`config.mk`:
```
export PLATFORM = sky130hd
export DESIGN_NAME = mem_arbiter
export DESIGN_NICKNAME = d
export VERILOG_FILES = /design/src/rtl/mem_arbiter.sv
export SDC_FILE = /design/constraint.sdc
export NUM_CORES = 1
export LEC_CHECK = 0
export CORE_UTILIZATION = 35
export DETAILED_ROUTE_END_ITERATION = 10
export GPL_TIMING_DRIVEN = 0
export PLACE_DENSITY = 0.8
export SLEW_MARGIN = 20
export SYNTH_ARGS = -nofsm -noshare
export SYNTH_HDL_FRONTEND = slang
export SYNTH_SLANG_ARGS = --single-unit
```
`constraint.sdc`:
```
create_clock -name CLK -period 2 [get_ports CLK]
set_clock_uncertainty 0.15 [all_clocks]
set_input_delay 0.6 -clock CLK [delete_from_list [all_inputs] [get_ports CLK]]
set_output_delay 0.6 -clock CLK [all_outputs]
set_load 0.02 [all_outputs]
```
`src/rtl/mem_arbiter.sv`:
```
// mem_arbiter: serialises instruction and data requests onto a single RAM port.
// Data accesses win over instruction fetches; a watchdog aborts accesses that
// never see ACCESS and raises a sticky memerr. All outputs are registered.
module mem_arbiter #(
  parameter int unsigned ADDR_W  = 32,
  parameter int unsigned DATA_W  = 32,
  parameter int unsigned TIMEOUT = 15
) (
  input  logic              CLK,
  input  logic              nRST,
  input  logic              imemREN,
  input  logic [ADDR_W-1:0] imemaddr,
  output logic [DATA_W-1:0] imemload,
  output logic              ihit,
  input  logic              dmemREN,
  input  logic              dmemWEN,
  input  logic [ADDR_W-1:0] dmemaddr,
  input  logic [DATA_W-1:0] dmemstore,
  output logic [DATA_W-1:0] dmemload,
  output logic              dhit,
  output logic              ramREN,
  output logic              ramWEN,
  output logic [ADDR_W-1:0] ramaddr,
  output logic [DATA_W-1:0] ramstore,
  input  logic [DATA_W-1:0] ramload,
  input  logic [1:0]        ramstate,
  output logic              memerr
);

  localparam int unsigned WdW = ($clog2(TIMEOUT + 1) > 1) ? $clog2(TIMEOUT + 1) : 1;

  localparam logic [1:0] RamAccess = 2'd2;
  localparam logic [1:0] RamError  = 2'd3;

  typedef enum logic [1:0] {
    IDLE = 2'd0,
    DACC = 2'd1,
    IACC = 2'd2,
    HIT  = 2'd3
  } stateType;

  stateType          state;
  stateType          stateNext;
  logic [WdW-1:0]    wd;
  logic [WdW-1:0]    wdNext;
  logic              isWrite;
  logic              isWriteNext;
  logic [ADDR_W-1:0] addrNext;
  logic [DATA_W-1:0] storeNext;
  logic [DATA_W-1:0] imemloadNext;
  logic [DATA_W-1:0] dmemloadNext;
  logic              ihitNext;
  logic              dhitNext;
  logic              memerrNext;
  logic              ramRENNext;
  logic              ramWENNext;
  logic              reqLive;

  // State register
  always_ff @(posedge CLK) begin
    if (!nRST) begin
      state <= IDLE;
    end else begin
      state <= stateNext;
    end
  end

  // Next-state, latched request and registered-output next values
  always_comb begin
    stateNext    = state;
    wdNext       = wd;
    isWriteNext  = isWrite;
    addrNext     = ramaddr;
    storeNext    = ramstore;
    imemloadNext = imemload;
    dmemloadNext = dmemload;
    ihitNext     = 1'b0;
    dhitNext     = 1'b0;
    memerrNext   = memerr;
    reqLive      = 1'b0;

    unique case (state)
      IDLE: begin
        if (dmemWEN || dmemREN) begin
          stateNext   = DACC;
          addrNext    = dmemaddr;
          storeNext   = dmemstore;
          isWriteNext = dmemWEN;
          wdNext      = '0;
        end else if (imemREN) begin
          stateNext   = IACC;
          addrNext    = imemaddr;
          isWriteNext = 1'b0;
          wdNext      = '0;
        end
      end
      DACC, IACC: begin
        reqLive = (state == DACC) ? (dmemREN || dmemWEN) : imemREN;
        wdNext  = wd + WdW'(1);
        if (ramstate == RamAccess) begin
          stateNext = HIT;
          if (state == DACC) begin
            dhitNext = 1'b1;
            if (!isWrite) begin
              dmemloadNext = ramload;
            end
          end else begin
            ihitNext     = 1'b1;
            imemloadNext = ramload;
          end
        end else if (ramstate == RamError) begin
          stateNext  = IDLE;
          memerrNext = 1'b1;
        end else if (wd == WdW'(TIMEOUT)) begin
          stateNext  = IDLE;
          memerrNext = 1'b1;
        end else if (!reqLive) begin
          stateNext = IDLE;
        end
      end
      HIT: begin
        stateNext = IDLE;
      end
      default: begin
        stateNext = IDLE;
      end
    endcase

    ramRENNext = ((stateNext == DACC) && !isWriteNext) || (stateNext == IACC);
    ramWENNext = (stateNext == DACC) && isWriteNext;
  end

  // Output and datapath registers
  always_ff @(posedge CLK) begin
    if (!nRST) begin
      wd       <= '0;
      isWrite  <= 1'b0;
      ramaddr  <= '0;
      ramstore <= '0;
      imemload <= '0;
      dmemload <= '0;
      ihit     <= 1'b0;
      dhit     <= 1'b0;
      memerr   <= 1'b0;
      ramREN   <= 1'b0;
      ramWEN   <= 1'b0;
    end else begin
      wd       <= wdNext;
      isWrite  <= isWriteNext;
      ramaddr  <= addrNext;
      ramstore <= storeNext;
      imemload <= imemloadNext;
      dmemload <= dmemloadNext;
      ihit     <= ihitNext;
      dhit     <= dhitNext;
      memerr   <= memerrNext;
      ramREN   <= ramRENNext;
      ramWEN   <= ramWENNext;
    end
  end

endmodule

```
==> flow_summary.json <==
{
  "status": "completed",
  "grt_max_degree": 17,
  "cts_buffers": 17,
  "first_pass_iters": 4,
  "rsz0062_at_grt": "yes",
  "drt_wl_total_um": 17800,
  "clock-sinks": 140,
  "cts_tree": "done",
  "maxCapViolations": 0,
  "max_slew_margin": 0.604,
  "cts.path.max_buffers": 2,
  "tightestPinTransition_ns": 0.595,
  "final_cell_area_um2": 9240,
  "synth_edf_count": 0,
  "powerDensity_nw_per_um2": 839,
  "ys_ff_latch": 140,
  "ys.flop_type": "dfxtp_1",
  "io_pins": 268,
  "vias": 5656,
  "die_h_um": 129,
  "clkSlewWorstSetupHoldPaths_ns": 0.06,
  "hold_path_class": "reg2reg",
  "peakVddDrop_mv": 0.595,
  "hpwl_um": 13100,
  "clock-root-buffer": "clkbuf_16",
  "synthTopCellsByArea": "dfxtp_1 50%, nand2_1 15%, a21boi_0 12%",
  "drt-vias-per-instance": 4.76,
  "final_common_cell": "nand2_1",
  "fin_crit_sh": 0.966,
  "io_buffers": 264,
  "cts-htree-levels": 4,
  "netlist_area_um2": 5650,
  "p_leak_nw": 4.23,
  "dp.cells": 1149,
  "synth_area_leader_cell": "dfxtp_1",
  "gr-total-overflow": 0,
  "synth_cells": 669,
  "finalPower_mw": 7.75,
  "holdWs_ns": 0.301,
  "hold_violations": 0,
  "wl_per_cell_um": 15.0,
  "setup_tns_ns": 0,
  "syn2layout_area_growth_pct": 63.4,
  "grt_usage": 0.212,
  "core_um2": 15800,
  "slew_viol_final": 0,
  "timing.fmax_mhz": 518,
  "required_ns": 2.15,
  "worstPathArrival_ns": 2.08,
  "synth_nets": 807,
  "ys_warn_count": 0,
  "place_congestion": 0.806,
  "setup_violations": 0,
  "ys_async_sr_fraction": 0,
  "die_x_um": 129,
  "worst_setup_path_start_kind": "flop",
  "antenna_found_initial": 0,
  "instances_no_fill": 1188,
  "critical_path_class": "reg2reg",
  "dpl-instance-area_um2": 8570,
  "drc": 0,
  "grt_pass1_vias": 5438,
  "most-common-layout-cells": "231 x nand2_1, 138 x dfxtp_1, 134 x dlygate4sd2_1",
  "antenna_cells": 0,
  "ys_seq_area_frac": 0.496,
  "grt_pass1_wl_um": 27300,
  "synthDominantCellAreaShare": 0.496,
  "drive_above_1_share": 0.0864,
  "fin_crit_ns": 1.93,
  "ant_nets": 0,
  "fillCellCount": 1483,
  "start_util": 0.357,
  "clock_latency_ns": 0.41,
  "avgSynthCellArea_um2": 8.45,
  "synth_cell_types": 39,
  "dieArea_um2": 16700,
  "rows": 46,
  "drtIter0Drc": 255,
  "critPathMaxFanout": 10,
  "final_net_count": 1097,
  "worstSetupEndpointType": "flop"
}
-- area by class of cell --
class,instances,area [um2],area share
buffer,54,324,0.0351
timing repair buffer,272,2550,0.276
clock buffer,23,488,0.0528
tap,216,270,0.0292
inverter,2,7.51,0.000812
sequential,140,2810,0.304
clock inverter,9,134,0.0145
multi-input combinational,472,2660,0.288
-- metrics by stage --
stage / setup slack [ns] / util
CTS: 0.00299 / 0.576
global placement: -0.513 / 0.541
floorplan: 0.0900 / -
global route: -0.0780 / 0.584
finish: 0.0677 / 0.584
detailed placement: -0.539 / 0.541
-- repair_timing --
item | in CTS | in global routing
setup endpoints to repair | 250 | 110
hold buffers | 0 | 0
pin swaps | 2 | 3
gates resized for setup | 165 | 47
buffers inserted | 2 | 3
gates cloned | 0 | 3
-- sequential cells by signal, summed over array words and instances, names as in the netlist, 2 cells and up --
signal / count
ramaddr: 32
ramstore: 32
wd: 4
dmemload: 32
imemload: 32
state: 2
-- layer usage --
layer / GRT usage / part of all wire
met1: 0.239 / 0.42
met2: 0.376 / 0.50
met3: 0.0727 / 0.075
met4: 0.0651 / 0.011
met5: 0 / 0
-- cell usage after synthesis, types with 4 or more instances --
master and instances:
nand2_1 232, dfxtp_1 140, a21boi_0 89, clkbuf_1 37, nand3_1 36, o21ai_0 35
o211a_1 32, buf_2 13, a21boi_1 8, nor2b_1 4
-- path summary, 6_finish.rpt --
check                             startpoint            to  slack, ns  depth (start not counted)
worst max-delay path                state[0]  dmemload[17]       0.07                          8
worst min-delay path            dmemload[11]  dmemload[11]       0.30                          2
worst max register to register      state[0]  dmemload[17]       0.07                          8
worst min register to register  dmemload[11]  dmemload[11]       0.30                          2
-- worst max-delay path: stages, from the launching register on --
cell and delay (ns):
dfxtp_2 0.35, inv_1 0.08, ha_4 0.30, and3b_2 0.23, nand2_2 0.09, or2_4 0.32
buf_6 0.15, nand2_1 0.07, a21boi_0 0.08
-- cell families after synthesis --
group,Yosys count,synth area share
simple gates,288,0.212
compound gates,179,0.239
fa+ha+maj,3,0.00664
mux,2,0.00398
buf+inv,57,0.0427
flops,140,0.496
-- report_power, final --
group | switching (mW) | leakage, nW | internal (mW)
sequential | 0.0865 | 1.15 | 2.97
combinational | 0.739 | 2.79 | 0.658
clock | 1.20 | 0.292 | 2.10
(Power assumes the default switching activity.)
